### config.mk
export PLATFORM = sky130hd
export DESIGN_NAME = usb_proto_ctrl_flat
export DESIGN_NICKNAME = d
export VERILOG_FILES = /design/src/rtl/usb_proto_ctrl_if.sv /design/src/rtl/usb_proto_ctrl.sv /design/src/flat_wrapper.sv
export SDC_FILE = /design/constraint.sdc
export NUM_CORES = 1
export LEC_CHECK = 0
export ABC_AREA = 1
export CORE_MARGIN = 3
export CORE_UTILIZATION = 60
export DETAILED_ROUTE_END_ITERATION = 10
export DONT_BUFFER_PORTS = 1
export GPL_TIMING_DRIVEN = 0
export PLACE_DENSITY = 0.75
export SLEW_MARGIN = 20
export SYNTH_ARGS = -nofsm -noshare
export SYNTH_HDL_FRONTEND = slang
export SYNTH_SLANG_ARGS = --single-unit
export TNS_END_PERCENT = 50
### constraint.sdc
create_clock -name clk -period 2.9 [get_ports clk]
set_clock_uncertainty 0.1 [all_clocks]
set_input_delay 0.29 -clock clk [delete_from_list [all_inputs] [get_ports clk]]
set_output_delay 0.29 -clock clk [all_outputs]
set_load 0.03 [all_outputs]
### src/rtl/usb_proto_ctrl_if.sv
// Handshake bundle between usb_proto_ctrl and the receiver, transmitter, FIFO and host-side logic.
// The controller uses the slave modport; the surrounding logic (or a bench) uses master.
interface usb_proto_ctrl_if;
    logic [2:0] rx_packet;
    logic       rx_transfer_active;
    logic       rx_data_ready;
    logic       rx_error;
    logic       tx_transfer_active;
    logic       tx_error;
    logic       rx_enable;
    logic       tx_data_valid;
    logic [6:0] tx_data_size;
    logic [6:0] buffer_occupancy;
    logic       tx_start;
    logic [1:0] tx_packet;
    logic       d_mode;
    logic       rx_done;
    logic       tx_done;
    logic       timeout;
    logic       proto_error;
    logic       busy;

    modport slave (
        input  rx_packet, rx_transfer_active, rx_data_ready, rx_error,
               tx_transfer_active, tx_error, rx_enable, tx_data_valid,
               tx_data_size, buffer_occupancy,
        output tx_start, tx_packet, d_mode, rx_done, tx_done, timeout,
               proto_error, busy
    );

    modport master (
        output rx_packet, rx_transfer_active, rx_data_ready, rx_error,
               tx_transfer_active, tx_error, rx_enable, tx_data_valid,
               tx_data_size, buffer_occupancy,
        input  tx_start, tx_packet, d_mode, rx_done, tx_done, timeout,
               proto_error, busy
    );
endinterface

### src/rtl/usb_proto_ctrl.sv
// USB full-speed endpoint transaction controller: picks DATA/ACK/NAK responses,
// owns bus direction and the response timeout, and reports outcomes as one-cycle pulses.
//
// state     | meaning
// IDLE      | waiting for a token from the host
// OUT_WAIT  | OUT token seen, waiting for the host DATA packet
// SEND_HS   | one-cycle request for an ACK/NAK handshake
// SEND_DATA | one-cycle request for an IN DATA packet
// TX_BUSY   | transmitter owns the bus until its send ends
// ACK_WAIT  | our DATA was sent, waiting for the host ACK
module usb_proto_ctrl #(
    parameter int TIMEOUT = 150,
    parameter int TMR_W   = 8
) (
    input logic             clk,
    input logic             n_rst,
    usb_proto_ctrl_if.slave bus
);
    typedef enum logic [2:0] {
        IDLE, OUT_WAIT, SEND_HS, SEND_DATA, TX_BUSY, ACK_WAIT
    } state_t;

    localparam logic [1:0] PKT_DATA = 2'd0;
    localparam logic [1:0] PKT_ACK  = 2'd1;
    localparam logic [1:0] PKT_NAK  = 2'd2;
    localparam logic [2:0] PID_OUT  = 3'd0;
    localparam logic [2:0] PID_IN   = 3'd1;
    localparam logic [2:0] PID_ACK  = 3'd2;
    localparam logic [TMR_W-1:0] TMR_LAST = TMR_W'(TIMEOUT - 1);

    state_t           state, next_state;
    logic [TMR_W-1:0] timer;
    logic             rx_act_q, tx_act_q, eop_q, tx_seen;
    logic [1:0]       pkt_q, pkt_n;
    logic             rx_done_n, tx_done_n, timeout_n, perr_n;
    logic             tx_start_q, d_mode_q, busy_q;
    logic             rx_done_q, tx_done_q, timeout_q, perr_q;
    logic             eop_good, eop_usable, tx_fall, expired, timed, in_ready;

    assign eop_good   = eop_q & ~bus.rx_error;
    // A new packet already starting holds the wait states; only expiry may leave them.
    assign eop_usable = eop_q & ~bus.rx_transfer_active;
    assign tx_fall    = tx_act_q & ~bus.tx_transfer_active;
    assign expired    = (timer == TMR_LAST);
    assign timed      = (state == OUT_WAIT) || (state == TX_BUSY) || (state == ACK_WAIT);
    assign in_ready   = bus.tx_data_valid && (bus.buffer_occupancy == bus.tx_data_size);

    always_ff @(posedge clk or negedge n_rst) begin
        if (!n_rst) begin
            rx_act_q <= 1'b0;
            tx_act_q <= 1'b0;
            eop_q    <= 1'b0;
            tx_seen  <= 1'b0;
        end else begin
            rx_act_q <= bus.rx_transfer_active;
            tx_act_q <= bus.tx_transfer_active;
            eop_q    <= rx_act_q & ~bus.rx_transfer_active;
            tx_seen  <= ((state == TX_BUSY) & tx_seen) | bus.tx_transfer_active;
        end
    end

    always_comb begin
        next_state = state;
        pkt_n      = pkt_q;
        rx_done_n  = 1'b0;
        tx_done_n  = 1'b0;
        timeout_n  = 1'b0;
        perr_n     = 1'b0;
        case (state)
            IDLE: begin
                if (eop_good && bus.rx_packet == PID_OUT) begin
                    next_state = OUT_WAIT;
                end else if (eop_good && bus.rx_packet == PID_IN) begin
                    next_state = in_ready ? SEND_DATA : SEND_HS;
                    pkt_n      = in_ready ? PKT_DATA : PKT_NAK;
                end
            end
            OUT_WAIT: begin
                if (eop_usable) begin
                    if (eop_good && bus.rx_data_ready) begin
                        next_state = SEND_HS;
                        pkt_n      = bus.rx_enable ? PKT_ACK : PKT_NAK;
                    end else begin
                        next_state = IDLE;
                        perr_n     = 1'b1;
                    end
                end else if (expired) begin
                    next_state = IDLE;
                    timeout_n  = 1'b1;
                end
            end
            SEND_HS, SEND_DATA: next_state = TX_BUSY;
            TX_BUSY: begin
                if (bus.tx_error) begin
                    next_state = IDLE;
                    perr_n     = 1'b1;
                end else if (tx_fall) begin
                    next_state = (pkt_q == PKT_DATA) ? ACK_WAIT : IDLE;
                    rx_done_n  = (pkt_q == PKT_ACK);
                end else if (expired && !tx_seen) begin
                    next_state = IDLE;
                    timeout_n  = 1'b1;
                end
            end
            ACK_WAIT: begin
                if (eop_usable) begin
                    next_state = IDLE;
                    tx_done_n  = eop_good && (bus.rx_packet == PID_ACK);
                    perr_n     = !(eop_good && (bus.rx_packet == PID_ACK));
                end else if (expired) begin
                    next_state = IDLE;
                    timeout_n  = 1'b1;
                end
            end
            default: next_state = IDLE;
        endcase
    end

    always_ff @(posedge clk or negedge n_rst) begin
        if (!n_rst) begin
            state <= IDLE;
            timer <= '0;
        end else begin
            state <= next_state;
            if (!timed || next_state != state) begin
                timer <= '0;
            end else if (timer != '1) begin
                timer <= timer + 1'b1;
            end
        end
    end

    // Outputs are decoded from the next state so they line up with the state they describe.
    always_ff @(posedge clk or negedge n_rst) begin
        if (!n_rst) begin
            pkt_q      <= PKT_NAK;
            tx_start_q <= 1'b0;
            d_mode_q   <= 1'b0;
            busy_q     <= 1'b0;
            rx_done_q  <= 1'b0;
            tx_done_q  <= 1'b0;
            timeout_q  <= 1'b0;
            perr_q     <= 1'b0;
        end else begin
            pkt_q      <= pkt_n;
            tx_start_q <= (next_state == SEND_HS) || (next_state == SEND_DATA);
            d_mode_q   <= (next_state == SEND_HS) || (next_state == SEND_DATA) ||
                          (next_state == TX_BUSY);
            busy_q     <= (next_state != IDLE);
            rx_done_q  <= rx_done_n;
            tx_done_q  <= tx_done_n;
            timeout_q  <= timeout_n;
            perr_q     <= perr_n;
        end
    end

    assign bus.tx_start    = tx_start_q;
    assign bus.tx_packet   = pkt_q;
    assign bus.d_mode      = d_mode_q;
    assign bus.busy        = busy_q;
    assign bus.rx_done     = rx_done_q;
    assign bus.tx_done     = tx_done_q;
    assign bus.timeout     = timeout_q;
    assign bus.proto_error = perr_q;
endmodule

### src/flat_wrapper.sv
// flat-port wrapper written by rule: the top's interface ports become plain ports
module usb_proto_ctrl_flat 
#(
    parameter int TIMEOUT = 150,
    parameter int TMR_W   = 8
)
  (clk, n_rst, bus_rx_packet, bus_rx_transfer_active, bus_rx_data_ready, bus_rx_error, bus_tx_transfer_active, bus_tx_error, bus_rx_enable, bus_tx_data_valid, bus_tx_data_size, bus_buffer_occupancy, bus_tx_start, bus_tx_packet, bus_d_mode, bus_rx_done, bus_tx_done, bus_timeout, bus_proto_error, bus_busy);
  usb_proto_ctrl_if bus_i ();
  input logic clk;
  input logic n_rst;
  input wire logic [$bits(bus_i.rx_packet)-1:0] bus_rx_packet;
  input wire logic [$bits(bus_i.rx_transfer_active)-1:0] bus_rx_transfer_active;
  input wire logic [$bits(bus_i.rx_data_ready)-1:0] bus_rx_data_ready;
  input wire logic [$bits(bus_i.rx_error)-1:0] bus_rx_error;
  input wire logic [$bits(bus_i.tx_transfer_active)-1:0] bus_tx_transfer_active;
  input wire logic [$bits(bus_i.tx_error)-1:0] bus_tx_error;
  input wire logic [$bits(bus_i.rx_enable)-1:0] bus_rx_enable;
  input wire logic [$bits(bus_i.tx_data_valid)-1:0] bus_tx_data_valid;
  input wire logic [$bits(bus_i.tx_data_size)-1:0] bus_tx_data_size;
  input wire logic [$bits(bus_i.buffer_occupancy)-1:0] bus_buffer_occupancy;
  output wire logic [$bits(bus_i.tx_start)-1:0] bus_tx_start;
  output wire logic [$bits(bus_i.tx_packet)-1:0] bus_tx_packet;
  output wire logic [$bits(bus_i.d_mode)-1:0] bus_d_mode;
  output wire logic [$bits(bus_i.rx_done)-1:0] bus_rx_done;
  output wire logic [$bits(bus_i.tx_done)-1:0] bus_tx_done;
  output wire logic [$bits(bus_i.timeout)-1:0] bus_timeout;
  output wire logic [$bits(bus_i.proto_error)-1:0] bus_proto_error;
  output wire logic [$bits(bus_i.busy)-1:0] bus_busy;
  assign bus_i.rx_packet = bus_rx_packet;
  assign bus_i.rx_transfer_active = bus_rx_transfer_active;
  assign bus_i.rx_data_ready = bus_rx_data_ready;
  assign bus_i.rx_error = bus_rx_error;
  assign bus_i.tx_transfer_active = bus_tx_transfer_active;
  assign bus_i.tx_error = bus_tx_error;
  assign bus_i.rx_enable = bus_rx_enable;
  assign bus_i.tx_data_valid = bus_tx_data_valid;
  assign bus_i.tx_data_size = bus_tx_data_size;
  assign bus_i.buffer_occupancy = bus_buffer_occupancy;
  assign bus_tx_start = bus_i.tx_start;
  assign bus_tx_packet = bus_i.tx_packet;
  assign bus_d_mode = bus_i.d_mode;
  assign bus_rx_done = bus_i.rx_done;
  assign bus_tx_done = bus_i.tx_done;
  assign bus_timeout = bus_i.timeout;
  assign bus_proto_error = bus_i.proto_error;
  assign bus_busy = bus_i.busy;
  usb_proto_ctrl #(.TIMEOUT(TIMEOUT), .TMR_W(TMR_W)) u_core (.clk(clk), .n_rst(n_rst), .bus(bus_i));
endmodule
=== After elaboration in Yosys (flattened, before gate mapping) ===
Cells that the tools add are included.

* Word-level logic and storage cells: 103
* Flip-flop bits (word level): 24
* Output and inout bits: 9
* Input port bits: 26

* Bitwise operators: 9
* Reduce and logical (&&, ||, !) cells: 23
* $add $sub $neg: 1
* Equality and inequality tests: 19
* Mux-type cells: 37

{| class="wikitable"
|+ Operators by type and width
! operator !! number
|-
| $mux W3 || 9
|-
| $mux W8 || 2
|-
| $eq A3 B2 Y1 const B || 5
|-
| $mux W1 || 15
|-
| $pmux W3 S5 || 1
|-
| $mux W2 || 7
|-
| $eq A3 B3 Y1 const B || 3
|-
| $add A8 B1 Y8 const B || 1
|-
| $eq A8 B8 Y1 const B || 1
|-
| $ne A8 B8 Y1 const B || 1
|-
| $eq A7 B7 Y1 || 1
|-
| $eq A3 B1 Y1 const B || 2
|-
| $logic_and A1 B1 Y1 || 6
|-
| $logic_not A3 Y1 || 2
|-
| $and A1 B1 Y1 || 5
|-
| $logic_or A1 B1 Y1 || 5
|-
| $reduce_and A5 Y1 || 1
|-
| $ne A2 B1 Y1 const B || 2
|-
| $ne A2 B2 Y1 const B || 2
|-
| $pmux W2 S2 || 1
|-
| $reduce_bool A2 Y1 || 2
|-
| $reduce_or A2 Y1 || 2
|-
| $logic_not A1 Y1 || 3
|-
| $ne A3 B3 Y1 || 1
|-
| 7 further kinds || 9
|}

=== Longest topological paths before layout ===
* Depth in word-level cells: 9
* Depth in mapped cells: 13
* Mapped depth without buffers: 13

=== Worst setup path after synthesis ===
Ideal clock, no wire load.

* Path type: flip-flop to flip-flop
* From: reg u_core.timer[1]
* To: reg u_core.timer[3]
* Path buffers: 0
* Library setup time: 0.121 ns
* Setup slack: 1.244 ns
* Arrival: 1.435 ns
* Cell stages (with the launch flop): 12
* Cells stage by stage: dfrtp_1 > inv_1 > ha_1 > inv_1 > nor2_2 > nand3_2 > nand2_1 > nand2_1 > a21oi_2 > nand3_1 > nand3_4 > nor2_1

* Cells in the longest elaborated chain, start to end: 9

{| class="wikitable"
|+ Ends and longest elaborated chain
! what !! RTL line !! text
|-
| from (decl) || usb_proto_ctrl.sv:32 || <nowiki>logic [TMR_W-1:0] timer;</nowiki>
|-
| from (signal assigned) || usb_proto_ctrl.sv:128 || <nowiki>timer <= timer + 1'b1;</nowiki>
|-
| $eq A8 B8 Y1 || usb_proto_ctrl.sv:44 || <nowiki>assign expired = (timer == TMR_LAST);</nowiki>
|-
| $logic_and A1 B1 Y1 || usb_proto_ctrl.sv:100 || <nowiki>end else if (expired && !tx_seen) begin</nowiki>
|-
| $mux W3 || usb_proto_ctrl.sv:100 ||
|-
| $mux W3 || usb_proto_ctrl.sv:97 || <nowiki>end else if (tx_fall) begin</nowiki>
|-
| $mux W3 || usb_proto_ctrl.sv:94 || <nowiki>if (bus.tx_error) begin</nowiki>
|-
| $pmux W3 S5 || usb_proto_ctrl.sv:69 || <nowiki>case (state)</nowiki>
|-
| $ne A3 B3 Y1 || usb_proto_ctrl.sv:125 || <nowiki>if (!timed || next_state != state) begin</nowiki>
|-
| $logic_or A1 B1 Y1 || usb_proto_ctrl.sv:125 ||
|-
| $mux W8 / $reduce_bool A2 Y1 (equally long branches) || -- ||
|}

Parallel ways exist; a longest one is shown, timed or not. The select of a mux whose other input is x is not followed.
A chain may end at the register's enable or synchronous reset.

=== Worst setup path after layout ===
* From: reg u_core.timer[1]
* To: reg u_core.timer[3]

* Cells in the longest elaborated chain, start to end: 9

{| class="wikitable"
|+ Ends and longest elaborated chain
! what !! RTL line !! text
|-
| $eq A8 B8 Y1 * || usb_proto_ctrl.sv:44 ||
|-
| $logic_and A1 B1 Y1 || usb_proto_ctrl.sv:100 ||
|-
| $mux W3 || usb_proto_ctrl.sv:100 ||
|-
| $mux W3 || usb_proto_ctrl.sv:97 ||
|-
| $mux W3 || usb_proto_ctrl.sv:94 ||
|-
| $pmux W3 S5 * || usb_proto_ctrl.sv:69 ||
|-
| named net u_core.next_state[0] || usb_proto_ctrl.sv:31 || <nowiki>state_t state, next_state;</nowiki>
|-
| $ne A3 B3 Y1 * || usb_proto_ctrl.sv:125 ||
|-
| $logic_or A1 B1 Y1 * || usb_proto_ctrl.sv:125 ||
|-
| $mux W8 / $reduce_bool A2 Y1 (equally long branches) || -- ||
|}

Mark *: on every way through the listed nets, which the timed path passes. The rest lies on a longest branch. The select of a mux whose other input is x is not followed.

==> flow_metrics.env <==
export IMPL_layout_worst_path_cycle_share_pct=65.81
export IMPL_critPathMaxFanout=8
export IMPL_cts_sinks=24
export IMPL_max_freq_mhz=524.0
export IMPL_start_kind="register"
export IMPL_vias=1093
export IMPL_hold_viol=0
export IMPL_cts_buffer_depth=2
export IMPL_drt_iter0_drc=7
export IMPL_rsz0062_at_grt="no"
export IMPL_grt_max_degree=25
export IMPL_critPathRequiredTime_ns=3.06
export IMPL_drc=0
export IMPL_yosysSeqAreaShare_pct=44.05
export IMPL_fp_row_count=16
export IMPL_critPathCaptureType="register"
export IMPL_die_w_um=53.72
export IMPL_ant_nets=0
export IMPL_pwr_share_seq_pct=53.3
export IMPL_final_cell_mix="nand2_1, inv_1, nor2_1, dfrtp_1, nand3_1"
export IMPL_fillers=170
export IMPL_antenna_cells=0
export IMPL_cts_tree="yes"
export IMPL_power_switching_uw=257.4
export IMPL_slew_viol_final=0
export IMPL_detail_route_first_pass_iterations=4
export IMPL_yosysUniqueCellTypes=27
export IMPL_status="completed"
export IMPL_grt_pass1_vias=1038
export IMPL_ir_drop_uv=345.1
export IMPL_maxSlewHeadroom_pct=65.32
export IMPL_pwr_share_clk_pct=29.3
export IMPL_clkTransAtPathRegs_ns=0.13
export IMPL_postSynthCellCount=180
export IMPL_dp_hpwl_mm=1.977
export IMPL_yosys_register_bits=24
export IMPL_core_area_um2=2062
export IMPL_nets=217
export IMPL_portBuffers=0
export IMPL_dp_cells=207
export IMPL_netSwitchingFraction_pct=31.49
export IMPL_syn_to_final_growth_pct=8.883
export IMPL_synth_avg_cell_area_um2=7.591
export IMPL_ioPinCount=35
export IMPL_p_per_area_nw_per_um2=549.5
export IMPL_viasPerCell=5.084
export IMPL_p_comb_share_pct=17.4
export IMPL_die_h_um=53.72
export IMPL_syn_cell_area_um2=1366
export IMPL_start_util_pct=66.26
export IMPL_hold_class="in2reg"
export IMPL_internal_power_uw=560.0
export IMPL_clk_insertion_delay_late_ns=0.31
export IMPL_drt_wl_total_mm=2.541
export IMPL_seqCellArea_um2=601.8
export IMPL_path_class="reg2reg"
export IMPL_fin_cells=215
export IMPL_avgRoutedWirePerCell_um=11.82
export IMPL_clock_root_buffer="clkbuf_4"
export IMPL_min_period_ns=1.908
export IMPL_gr_total_overflow=0
export IMPL_setup_violations=0
export IMPL_gr_usage_all_layers_pct=20.57
export IMPL_yosys_warnings=0
export IMPL_cts_max_level=1
export IMPL_syn_num_nets=208
export IMPL_cp_arrival_ns=2.06
export IMPL_antenna_found_initial=0
export IMPL_max_cap_violations=0
export IMPL_setup_tns_ns=0
export IMPL_grt_pass1_wl_mm=4.340
export IMPL_fp_dieArea_um2=2886
export IMPL_total_leakage_power_nw=0.7324
export IMPL_layout_commonest_cell="nand2_1"
export IMPL_numCtsBuffers=3
export IMPL_gp_congestion=0.7579
export IMPL_drive_gt1_share_pct=12.23
export IMPL_tightest_slew_ns=0.5203
export IMPL_multi_input_area_um2=631.9
export IMPL_postCtsSetupBuffers=0
## state kept, by name, indices dropped and copies added, names as in the netlist
signal / cells
u_core.bus.timeout: 1
u_core.bus.tx_packet: 2
u_core.bus.busy: 1
u_core.timer: 8
u_core.bus.tx_start: 1
u_core.state: 3
u_core.eop_q: 1
u_core.bus.rx_done: 1
u_core.tx_act_q: 1
u_core.tx_seen: 1
u_core.bus.proto_error: 1
u_core.bus.tx_done: 1
u_core.bus.d_mode: 1
u_core.rx_act_q: 1
## timing repair
action / in CTS / in global routing
gates resized for setup: 0 / 0
hold endpoints to repair: 28 / 23
setup endpoints to repair: 0 / 0
hold buffers: 3 / 1
## synthesized netlist by cell type, drive strengths merged
cell type	number	area [um2]
a21oi	4	27.53
and3	1	6.260
clkinv	1	5.000
dfrtp	23	575.6
dfstp	1	26.28
ha	2	25.02
inv	34	127.6
nand2	42	162.6
nand3	10	67.57
nand4	6	37.54
nor2	31	133.9
nor3	5	35.03
nor4	1	6.260
o21ai	7	35.03
o21bai	2	15.01
o22ai	2	12.51
or2	1	6.260
xnor2	3	26.28
xor2	4	35.03
## power groups by stage
stage,clock network (mW),logic [mW],registers [mW]
floorplan,0,0.112,0.433
global placement,0,0.128,0.440
detailed placement,0,0.131,0.442
CTS,0.246,0.143,0.436
global route,0.261,0.166,0.441
finish,0.240,0.142,0.435
## area by class of cell
cell class | instances | share of cell area (%)
multi-input combinational | 121 | 42.47
tap | 27 | 2.271
sequential | 24 | 40.45
clock inverter | 1 | 2.018
timing repair buffer | 4 | 2.355
clock buffer | 3 | 1.514
inverter | 35 | 8.915
## cell families (layout without fill, tap and decap cells)
family / Yosys count / count (layout) / share of synthesized area (%)
DFF: 24 / 24 / 44.05
and+or+nand+nor: 97 / 97 / 33.33
xor gates and xnor gates: 7 / 7 / 4.487
AOI/OAI and AO/OA: 15 / 15 / 6.593
buffers and inverters: 35 / 43 / 9.707
adders and majority gates: 2 / 2 / 1.831
## metrics by stage
step / total power, mW / area, um2 / utilization [%] / hold slack, ns / setup slack, ns
global route: 0.8678 / 1488 / 72.15 / 0.05359 / 0.7831
global placement: 0.5685 / 1400 / 67.90 / -0.1051 / 1.088
floorplan: 0.5452 / 1366 / - / -0.1056 / 1.244
finish: 0.8174 / 1488 / 72.15 / 0.04098 / 0.9916
detailed placement: 0.5737 / 1400 / 67.90 / -0.1050 / 1.029
CTS: 0.8253 / 1483 / 71.91 / 0.03491 / 0.9994
## worst paths after layout
kind / end / depth (start not counted) / from / slack (ns)
min: u_core.bus.tx_packet[1]$_DFFE_PN1P_ / 3 / bus_rx_enable / 0.04
min in group asynchronous: u_core.tx_act_q$_DFF_PN0_ / 2 / n_rst / 0.37
min reg2reg: u_core.eop_q$_DFF_PN0_ / 2 / u_core.rx_act_q$_DFF_PN0_ / 0.38
max: u_core.timer[3]$_DFFE_PN0P_ / 12 / u_core.timer[1]$_DFFE_PN0P_ / 0.99
max in group asynchronous: u_core.bus.tx_packet[1]$_DFFE_PN1P_ / 2 / n_rst / 1.97
max reg2reg: u_core.timer[3]$_DFFE_PN0P_ / 12 / u_core.timer[1]$_DFFE_PN0P_ / 0.99
## worst max-delay path, stage by stage, from the launching register on
cell and delay [ns]:
dfrtp_1 0.43, inv_1 0.07, ha_1 0.13, inv_1 0.04
nor2_2 0.20, nand3_2 0.13, nand2_1 0.08, nand2_1 0.06
a21oi_2 0.20, nand2_2 0.10, nand2_2 0.08, nand3_4 0.11
nor2_1 0.11
## per-layer routing
layer / track usage, % / routed length [um]
met1: 28.45 / 1198
met4: 7.660 / 27
met2: 32.26 / 1184
met5: 0 / 0
met3: 3.324 / 130
Note: power is estimated with default switching activity, not from simulation.
